--- src/rtl/hazard_ctrl.sv ---
// hazard_ctrl: forwarding, stall and flush control for the five-stage MIPS core.
// Forward selects and stall/flush outputs are combinational from the stage
// tags. A small FSM tracks the two multi-cycle events (multiply wait and
// D-cache load miss). Both events freeze the whole pipeline.
// Optional feature macro: HAZARD_PERF_EN enables the stall/miss perf counters.
// When the macro is undefined, the counter ports are tied to zero.
module hazard_ctrl #(
  parameter int REG_W = 5,
  parameter int CNT_W = 32
) (
  input  logic             clk,
  input  logic             rst,
  input  logic [1:0]       branchD,
  input  logic [REG_W-1:0] RsD,
  input  logic [REG_W-1:0] RtD,
  input  logic [REG_W-1:0] RsE,
  input  logic [REG_W-1:0] RtE,
  input  logic [REG_W-1:0] WriteRegE,
  input  logic             RegWriteE,
  input  logic [3:0]       WBSrcE,
  input  logic             MultStartE,
  input  logic             MultDoneE,
  input  logic             RegWriteM,
  input  logic [3:0]       WBSrcM,
  input  logic [REG_W-1:0] WriteRegM,
  input  logic             hitM,
  input  logic             RegWriteW,
  input  logic [REG_W-1:0] WriteRegW,
  output logic             stallF,
  output logic             stallD,
  output logic             stallE,
  output logic             stallM,
  output logic             stallW,
  output logic             flushE,
  output logic             forwardAD,
  output logic             forwardBD,
  output logic [1:0]       forwardAE,
  output logic [1:0]       forwardBE,
  output logic [1:0]       state,
  output logic [CNT_W-1:0] stall_cycles,
  output logic [CNT_W-1:0] miss_cycles
);

  localparam logic [1:0] S_RUN       = 2'b00;
  localparam logic [1:0] S_MULT_WAIT = 2'b01;
  localparam logic [1:0] S_MISS_WAIT = 2'b10;

  logic [1:0] state_q, state_d;
  logic       mult_busy_q, mult_busy_d;

  // A tag match never fires on register 0 (hardwired zero).
  function automatic logic tag_match(input logic [REG_W-1:0] wtag,
                                     input logic [REG_W-1:0] rtag);
    return (wtag != '0) && (wtag == rtag);
  endfunction

  // Only the load (bit1) and HI/LO (bit2) sources affect hazards; ALU and
  // PC+8 results are always forwardable.
  logic unused_wbsrc;
  assign unused_wbsrc = ^{WBSrcE[3], WBSrcE[0], WBSrcM[3:2], WBSrcM[0]};

  logic m_hits_rse, w_hits_rse, m_hits_rte, w_hits_rte;
  logic m_hits_rsd, m_hits_rtd, e_hits_d;
  logic lwstall, branchstall, missM, multwait, freeze;

  assign m_hits_rse  = RegWriteM & tag_match(WriteRegM, RsE);
  assign w_hits_rse  = RegWriteW & tag_match(WriteRegW, RsE);
  assign m_hits_rte  = RegWriteM & tag_match(WriteRegM, RtE);
  assign w_hits_rte  = RegWriteW & tag_match(WriteRegW, RtE);
  assign m_hits_rsd  = RegWriteM & tag_match(WriteRegM, RsD);
  assign m_hits_rtd  = RegWriteM & tag_match(WriteRegM, RtD);
  assign e_hits_d    = RegWriteE & (tag_match(WriteRegE, RsD) | tag_match(WriteRegE, RtD));

  // A load in Execute cannot be forwarded to Decode in time.
  assign lwstall     = WBSrcE[1] & e_hits_d;
  // The Decode branch comparator needs operands one stage earlier, so an
  // Execute producer or a Memory-stage load must still be waited out.
  assign branchstall = (branchD != 2'b00) &
                       (e_hits_d | (WBSrcM[1] & (m_hits_rsd | m_hits_rtd)));
  // Stores never miss-stall; only a register-writing load does.
  assign missM       = WBSrcM[1] & RegWriteM & ~hitM;
  // A HI/LO read must wait for an outstanding multiply; the done pulse
  // releases the freeze in the same cycle.
  assign multwait    = mult_busy_q & WBSrcE[2] & ~MultDoneE;
  assign freeze      = missM | multwait;

  // Multiply busy tracker; a new launch wins over a same-cycle completion.
  always_comb begin
    mult_busy_d = mult_busy_q;
    if (MultStartE)     mult_busy_d = 1'b1;
    else if (MultDoneE) mult_busy_d = 1'b0;
  end

  // State register and multiply-busy flag; reset aborts any wait at once.
  always_ff @(posedge clk or posedge rst) begin
    if (rst) begin
      state_q     <= S_RUN;
      mult_busy_q <= 1'b0;
    end else begin
      state_q     <= state_d;
      mult_busy_q <= mult_busy_d;
    end
  end

  // Next-state logic: a miss always takes precedence over a multiply wait.
  always_comb begin
    state_d = state_q;
    case (state_q)
      S_RUN: begin
        if (missM)         state_d = S_MISS_WAIT;
        else if (multwait) state_d = S_MULT_WAIT;
      end
      S_MISS_WAIT: begin
        if (hitM) state_d = S_RUN;
      end
      S_MULT_WAIT: begin
        if (missM)          state_d = S_MISS_WAIT;
        else if (MultDoneE) state_d = S_RUN;
      end
      default: state_d = S_RUN;
    endcase
  end

  // Output logic: everything is held at zero while reset is asserted.
  always_comb begin
    stallF    = 1'b0;
    stallD    = 1'b0;
    stallE    = 1'b0;
    stallM    = 1'b0;
    stallW    = 1'b0;
    flushE    = 1'b0;
    forwardAD = 1'b0;
    forwardBD = 1'b0;
    forwardAE = 2'b00;
    forwardBE = 2'b00;
    if (!rst) begin
      forwardAD = m_hits_rsd;
      forwardBD = m_hits_rtd;
      if (m_hits_rse)      forwardAE = 2'b10;
      else if (w_hits_rse) forwardAE = 2'b01;
      if (m_hits_rte)      forwardBE = 2'b10;
      else if (w_hits_rte) forwardBE = 2'b01;
      if (freeze) begin
        stallF = 1'b1;
        stallD = 1'b1;
        stallE = 1'b1;
        stallM = 1'b1;
        stallW = 1'b1;
      end else if (lwstall | branchstall) begin
        stallF = 1'b1;
        stallD = 1'b1;
        flushE = 1'b1;
      end
    end
  end

  assign state = state_q;

`ifdef HAZARD_PERF_EN
  logic [CNT_W-1:0] stall_cnt_q, miss_cnt_q;
  logic             any_stall, miss_cycle;

  assign any_stall  = stallF | stallD | stallE | stallM | stallW;
  assign miss_cycle = (state_q == S_MISS_WAIT) | missM;

  // Saturating perf counters for stall cycles and miss-wait cycles.
  always_ff @(posedge clk or posedge rst) begin
    if (rst) begin
      stall_cnt_q <= '0;
      miss_cnt_q  <= '0;
    end else begin
      if (any_stall && (stall_cnt_q != '1)) stall_cnt_q <= stall_cnt_q + CNT_W'(1);
      if (miss_cycle && (miss_cnt_q != '1)) miss_cnt_q  <= miss_cnt_q + CNT_W'(1);
    end
  end

  assign stall_cycles = stall_cnt_q;
  assign miss_cycles  = miss_cnt_q;
`else
  assign stall_cycles = '0;
  assign miss_cycles  = '0;
`endif

endmodule
--- config.mk ---
export PLATFORM = sky130hd
export DESIGN_NAME = hazard_ctrl
export DESIGN_NICKNAME = d
export VERILOG_FILES = /design/src/rtl/hazard_ctrl.sv
export SDC_FILE = /design/constraint.sdc
export NUM_CORES = 1
export LEC_CHECK = 0
export BUFFER_PORTS_ARGS = -buffer_cell sky130_fd_sc_hd__buf_4
export CORE_UTILIZATION = 36
export CTS_BUF_LIST = sky130_fd_sc_hd__clkbuf_16
export CTS_CLUSTER_SIZE = 16
export DETAILED_ROUTE_END_ITERATION = 16
export MAX_ROUTING_LAYER = met4
export PLACE_DENSITY = 0.89
export SYNTH_ARGS = -nofsm -noshare
export SYNTH_HDL_FRONTEND = slang
export SYNTH_SLANG_ARGS = --single-unit
--- constraint.sdc ---
create_clock -name clk -period 2.2 [get_ports clk]
set_clock_uncertainty 0.1 [all_clocks]
set_input_delay 0.33 -clock clk [delete_from_list [all_inputs] [get_ports clk]]
set_output_delay 0.33 -clock clk [all_outputs]
set_load 0.005 [all_outputs]
==> metrics.md, run 1 <==
| Metric | Value |
|---|---|
| CP arrival | `1.68 ns` |
| Post-synth cell types | `31` |
| Worst setup EP type | `output port` |
| Top_reg_cell synth | `dfrtp_1` |
| Post-synth EDFFs | `0` |
| Cts bufs inserted | `3` |
| Critical path's slowest cell | `a2111o_1` |
| Hold WS | `0.0494 ns` |
| Post-synth top area share | `40.2%` |
| Top cells by count, synth | `67 x buf_4, 22 x xor2_1, 18 x xnor2_1` |
| Crit-path max cell delay | `0.41 ns` |
| Status | `finished clean` |
| Routed wire length | `2580 um` |
| Fillers | `351` |
| IO Pins | `131` |
| IO Port Bufs | `61` |
| CTS tree | `yes` |
| WP data required | `1.77 ns` |
| Worst-Skew Late Latency | `0.22 ns` |
| First-pass GRT wire length | `3810 um` |
| Initial antenna violation count | `0` |
| Worst r2r src | `mult_busy_q` |
| Rows | `21` |
| # diodes | `0` |
| Psw | `169 uW` |
| GRT Resource Usage Total | `14.1%` |
| Tcrit/Tclk final | `95.9%` |
| Sequential share of the synthesized area | `6.01%` |
| Largest net degree at the start of global routing | `7` |
| Reg2Reg Setup Slack | `0.96 ns` |
| Sw Ratio | `28.6%` |
| Largest area contributor in the netlist | `buf_4` |
| Most frequent cell after synthesis | `buf_4` |
| Vias in the first global route | `890` |
| P_int | `421 uW` |
| H-tree Lvls | `1` |
| Async SR Flop Fraction | `100%` |
| Unrepaired setup endpoints after global routing | `no` |
| Sink Count | `3` |
| Die height | `60.9 um` |
| Area delta synth->final | `24.3%` |
| Share of power burned in registers | `11.6%` |
| PwrDens | `380 mW/mm2` |
| Startpoint types | `primary input` |
| Reg-to-reg endpoint | `state[0]` |
| Clk pwr share | `47.6%` |
| Worst Setup EP | `flushE` |
| DRT iter0 DRCs | `14` |
| DIE WIDTH | `60.9 um` |
| Vias | `1045` |
| CP Buf/Inv Count | `2` |
| # DRC | `0` |
| Final Wtd Congestion | `0.808` |
| Layout cells sized above 1 | `33.3%` |
| Clk slew on worst S/H paths | `0.03 ns` |
| # setup viols final | `0` |
| Initial DRT Pass Iterations | `4` |
| CP top delay family | `compound AO/OA/AOI/OAI gates` |
| CP max FO | `5` |
| Setup TNS | `0 ns` |
| Minimum clock period | `2.11 ns` |
| Antenna-violating nets left | `0` |
| Final nets | `270` |
| Worst-path cell chain | `buf_4, xor2_1, nor3_1, nand3_1, a2111o_1, a21oi_1, buf_4` |
| Top cells by area, synth | `buf_4 40%, xor2_1 15%, xnor2_1 13%` |
| HPWL Detailed | `2350 um` |
| Maximum buffer depth of the clock tree | `2` |
| Post-CTS Hold Buffers | `0` |
| Worst path depth | `7` |
| Max Freq | `0.474 GHz` |
| Die area | `0.00371 mm2` |
| Reg area | `75.1 um2` |
| Kind of critical path | `in2out` |
| Core Area | `0.00334 mm2` |
| CP startpoint | `WriteRegM[3]` |
| Max rail drop VDD | `0.179 mV` |
| Cell mode on critical path | `buf_4` |
| Via/cell ratio | `3.99` |
| Wire per inst | `9.84 um` |
| Flops & latches, synth | `3` |
| Cell count after synthesis | `159` |
| Synth warnings | `0` |
| HP Class | `in2async` |
| Post-CTS Setup Bufs | `0` |
| Fin. Hold Viols | `0` |
| Multi-input logic area | `870 um2` |
| Avg Cell Area, Syn | `7.86 um2` |
| Fin. max-slew vios | `0` |
| Global route total overflow | `0` |
| Root buffer cell | `clkbuf_16` |
| Initial core utilization | `37.5%` |
| Synthesized area | `0.00125 mm2` |
| Leakage | `0.811 nW` |
| Max Cap Viol | `0` |
| Resized Gates After CTS | `0` |
| Reg2Reg Depth | `4` |
| Power share of the combinational group | `40.8%` |
==> cells in the final DEF (no fill, tap or decap), types with 2 or more instances in the layout <==
master,n
nand3_2,2
nor4_1,4
nand2_1,2
or4_1,2
xor2_1,22
conb_1,64
xnor2_1,18
nor3_1,5
and4_1,2
clkbuf_16,3
nand3_1,5
inv_1,3
dfrtp_1,3
nor2_1,5
buf_4,62
==> metal layers <==
| layer | routed length (um) | GRT usage (%) | part of all wire (%) |
|---|---|---|---|
| met5 | 0 | - | 0 |
| met4 | 16 | 3.90 | 0.62 |
| met3 | 157 | 2.13 | 6.1 |
| met2 | 1420 | 25.7 | 55 |
| met1 | 988 | 15.8 | 38 |
==> area by class of cell <==
type | instances | share of cell area, %
clock inverters | 1 | 0.242
flip-flops and latches | 3 | 4.83
multi-input cells | 145 | 56.0
inverters | 2 | 0.483
clock buffers | 3 | 4.83
repair buffers | 62 | 30.0
well taps | 46 | 3.70
==> how the worst min path moves through the flow <==
stage / startpoint / end / slack (ns) / depth (start not counted)
floorplan: rst / mult_busy_q / 0.008 / 1
global placement: rst / mult_busy_q / 0.28 / 3
detailed placement: rst / mult_busy_q / 0.28 / 3
CTS: rst / mult_busy_q / 0.05 / 3
global route: rst / state[0] / 0.07 / 3
finish: rst / mult_busy_q / 0.05 / 3
==> tightest hold or removal path: cells and delay by family <==
kind / cells / cell delay, ns
buf+inv: 3 / 0.37
==> state kept, by name, summed over array words and instances (netlist names) <==
| name | flops |
|---|---|
| state | 2 |
| mult_busy_q | 1 |
==> per-stage QoR <==
stage | area (um2) | power [mW] | util, % | std cells | setup WS [ns]
after floorplan | 1490 | 0.278 | - | 222 | 0.220
after global placement | 1480 | 0.303 | 44.2 | 258 | 0.115
after CTS | 1550 | 0.596 | 46.6 | 262 | 0.0895
final | 1550 | 0.590 | 46.6 | 262 | 0.0912
after detailed placement | 1480 | 0.310 | 44.2 | 258 | 0.0969
after global routing | 1550 | 0.636 | 46.6 | 262 | 0.0159
==> cell families (layout without fill, tap and decap cells) <==
family / after synthesis / in the layout / synth area share (%)
buffers and inverters: 74 / 68 / 43.3
DFF: 3 / 3 / 6.01
other: 1 / 64 / 0.300
xor gates and xnor gates: 40 / 40 / 28.0
AOI/OAI and AO/OA: 9 / 9 / 6.41
and+or+nand+nor: 31 / 31 / 15.0
muxes: 1 / 1 / 0.901
==> power groups by stage <==
stage	logic (mW)	registers, mW	clock network, mW
after global placement	0.235	0.0687	0
after CTS	0.241	0.0688	0.286
after floorplan	0.209	0.0687	0
after detailed placement	0.241	0.0691	0
final	0.240	0.0685	0.281
after global routing	0.273	0.0699	0.292
(Power assumes the default switching activity.)
==> inputs of run 2 (changes only) <==
--- a/config.mk
+++ b/config.mk
@@ -5,8 +5,9 @@
 export SDC_FILE = /design/constraint.sdc
 export NUM_CORES = 1
 export LEC_CHECK = 0
+export ABC_AREA = 1
 export BUFFER_PORTS_ARGS = -buffer_cell sky130_fd_sc_hd__buf_4
-export CORE_UTILIZATION = 36
+export CORE_UTILIZATION = 38
 export CTS_BUF_LIST = sky130_fd_sc_hd__clkbuf_16
 export CTS_CLUSTER_SIZE = 16
 export DETAILED_ROUTE_END_ITERATION = 16
==> run 2 against run 1 <==
Compared with the run above: maximum frequency rose by 9.6%; largest power group unchanged; first-iteration DRC count increased to 3.8 times the previous value; count of clock-buffer cells in the layout unchanged; sequential share of layout area decreased by 0.54 points; critical endpoint is now stallD; hold slack better by 0.14 ns; global-route usage rose by 1.4 points; routed wire length grew 26%; combinational power increased by 7%; utilization is 3.9 points higher; sequential power decreased by 7.4%; via count increased by 40%; setup slack improved by 0.19 ns.
==> metrics.md, run 2 <==
| Metric | Value |
|---|---|
| IO Pins | `131 (unchanged)` |
| DRT iter0 DRCs | `53 (+39)` |
| WP data required | `1.77 ns (about the same)` |
| Maximum buffer depth of the clock tree | `2 (unchanged)` |
| Crit-path max cell delay | `0.34 ns (-0.07 ns)` |
| CP arrival | `1.49 ns (-0.19 ns)` |
| Clk slew on worst S/H paths | `0.03 ns (about the same)` |
| Pre-CTS setup slack | `0.300 ns (+0.203 ns)` |
| Worst-path cell chain | `buf_4, inv_1, nor3_1, a31oi_1, nor2_1, inv_1, nand2_1, buf_4` |
| Unrepaired setup endpoints after global routing | `no` |
| Layout cells sized above 1 | `24.8% (-8.6 points)` |
| Most common cell after layout, fill and taps aside | `conb_1` |
| Cts bufs inserted | `3 (unchanged)` |
| H-tree Lvls | `1 (unchanged)` |
| Hold WS | `0.191 ns (+0.142 ns)` |
| HPWL Detailed | `2850 um (+21%)` |
| Max rail drop VDD | `0.267 mV (+49%)` |
| # DRC | `0 (unchanged)` |
| Top_reg_cell synth | `dfrtp_1` |
| Startpoint types | `primary input` |
| Vias | `1459 (+40%)` |
| Die area | `0.00398 mm2 (+7.3%)` |
| Number of flip-flops in the largest register | `2 (unchanged)` |
| DIE WIDTH | `63.1 um (+3.6%)` |
| Kind of critical path | `in2out` |
| # setup viols final | `0 (unchanged)` |
| Fillers | `383 (+9.1%)` |
| Most frequent cell after synthesis | `buf_4` |
| Initial antenna violation count | `0 (unchanged)` |
| Final core utilization | `50.4% (+3.9 points)` |
| # diodes | `0 (unchanged)` |
| Worst-Skew Late Latency | `0.22 ns (about the same)` |
| Final nets | `361 (+34%)` |
| Setup TNS | `0 ns (unchanged)` |
| Initial core utilization | `40.9% (+3.5 points)` |
| Final setup margin | `0.277 ns (+0.186 ns)` |
| Max Cap Viol | `0 (unchanged)` |
| Vias in the first global route | `1175 (+32%)` |
| Avg Cell Area, Syn | `5.77 um2 (-27%)` |
| Leakage | `1.08 nW (+34%)` |
| First-pass GRT wire length | `4900 um (+29%)` |
| Synth warnings | `0 (unchanged)` |
| Post-synth cell types | `29 (-6.5%)` |
| HP Class | `in2reg` |
| Post-CTS Setup Bufs | `0 (unchanged)` |
| Core Area | `0.00347 mm2 (+3.9%)` |
| Final Wtd Congestion | `0.857 (+6.0%)` |
| Status | `finished clean` |
| Global route total overflow | `0 (unchanged)` |
| Largest net degree at the start of global routing | `9 (+2)` |
| Largest area contributor in the netlist | `buf_4` |
| PwrDens | `347 mW/mm2 (-8.7%)` |
| Fin. Hold Viols | `0 (unchanged)` |
| Antenna-violating nets left | `0 (unchanged)` |
| Sink Count | `3 (unchanged)` |
| Worst setup EP type | `output port` |
| Initial DRT Pass Iterations | `4 (unchanged)` |
| Cell count after synthesis | `246 (+55%)` |
| GRT Resource Usage Total | `15.5% (+1.4 points)` |
| IO Port Bufs | `61 (unchanged)` |
| Minimum clock period | `1.92 ns (-0.186 ns)` |
| Commonest cells after routing, fill and taps aside | `64 x conb_1, 62 x nand2_1, 61 x buf_4` |
| Reg area | `75.1 um2 (unchanged)` |
| Critical path's slowest cell | `nor3_1` |
| Multi-input logic area | `938 um2 (+7.9%)` |
| Root buffer cell | `clkbuf_16` |
| Die height | `63.1 um (+3.6%)` |
| Fin. max-slew vios | `0 (unchanged)` |
| Top cells by count, synth | `68 x buf_4, 62 x nand2_1, 27 x inv_1, 18 x nor2_1, 9 x xor2_1` |
| Area delta synth->final | `23.3%` |
| Wire per inst | `9.24 um (-6.1%)` |
| Tcrit/Tclk final | `87.4% (-8.4 points)` |
| Async SR Flop Fraction | `100% (unchanged)` |
| Max Freq | `0.520 GHz (+9.6%)` |
| CP max FO | `5 (unchanged)` |
| Post-synth EDFFs | `0 (unchanged)` |
| Sequential share of the synthesized area | `5.29% (-0.72 points)` |
| Top cells by area, synth | `buf_4 36%, nand2_1 16%, inv_1 7.1%` |
| Synthesized area | `0.00142 mm2 (+14%)` |
| Flops & latches, synth | `3 (unchanged)` |
| Via/cell ratio | `4.13 (+3.6%)` |
| Routed wire length | `3260 um (+26%)` |
| CTS tree | `yes` |
| Rows | `21 (unchanged)` |
| Post-synth top area share | `36.0% (-4.3 points)` |
==> run 2: cell types whose count changed after synthesis, moves of 4 or more <==
| cell | change |
|---|---|
| a21oi_1 | +6 |
| inv_1 | +25 |
| inv_2 | +6 |
| nand2_1 | +60 |
| nor2_1 | +13 |
| nor2_2 | +4 |
| o22ai_1 | +4 |
| xnor2_1 | -12 |
| xor2_1 | -13 |
==> run 2: worst paths after layout <==
path,startpoint,endpoint,slack [ns],cells past startpoint
worst max register to register,state[0],state[0],1.06,2
max in group asynchronous,rst,mult_busy_q,1.34,3
worst min-delay path,MultStartE,mult_busy_q,0.19,2
min in group asynchronous,rst,state[1],0.50,3
worst min register to register,mult_busy_q,mult_busy_q,0.41,1
worst max-delay path,RegWriteM,stallD,0.28,8
==> run 2: kinds of logic after synthesis <==
logic type	share of synthesized area (%)
buf+inv	45.2
compound gates	8.38
flops	5.29
simple gates	31.6
other cells	0.264
xor+xnor	9.26
==> run 2: cell type report <==
| type | count | share of cell area [%] |
|---|---|---|
| well taps | 46 | 3.29 |
| inverters | 35 | 7.51 |
| repair buffers | 62 | 26.8 |
| flip-flops and latches | 3 | 4.29 |
| clock inverters | 1 | 0.215 |
| multi-input cells | 203 | 53.6 |
| clock buffers | 3 | 4.29 |
==> run 2: where the power goes <==
part / leakage (nW) / switching, mW / internal [mW] / total [mW]
combinational: 1.00 / 0.140 / 0.118 / 0.257
clock: 0.0423 / 0.0509 / 0.235 / 0.285
sequential: 0.0373 / 0.00366 / 0.0598 / 0.0634
total: 1.08 / 0.194 / 0.412 / 0.606
==> run 2: timing repair <==
item | in CTS | in global routing
gates resized for setup | 0 | 0
hold buffers | 1 | 0
hold endpoints to repair | 3 | 0
==> run 2: metal layers <==
| metal | vias to the layer above | GRT usage [%] | part of all wire, % |
|---|---|---|---|
| met5 | - | - | 0 |
| met4 | 0 | 3.49 | 1.2 |
| met3 | 4 | 1.99 | 6.9 |
| met2 | 76 | 27.2 | 51 |
| met1 | 631 | 18.7 | 41 |
| li1 | 748 | - | - |
==> run 2: worst max-delay path: cells and delay by family <==
kind            cells  cell delay [ns]
compound gates      1             0.11
buf+inv             4             0.36
simple gates        3             0.71
==> run 2: per-stage QoR <==
| stage | total power [mW] | std cells | cell area (um2) |
|---|---|---|---|
| after floorplan | 0.281 | 309 | 1660 |
| after global placement | 0.312 | 348 | 1660 |
| after detailed placement | 0.317 | 348 | 1660 |
| after CTS | 0.607 | 353 | 1750 |
| after global routing | 0.646 | 353 | 1750 |
| final | 0.606 | 353 | 1750 |
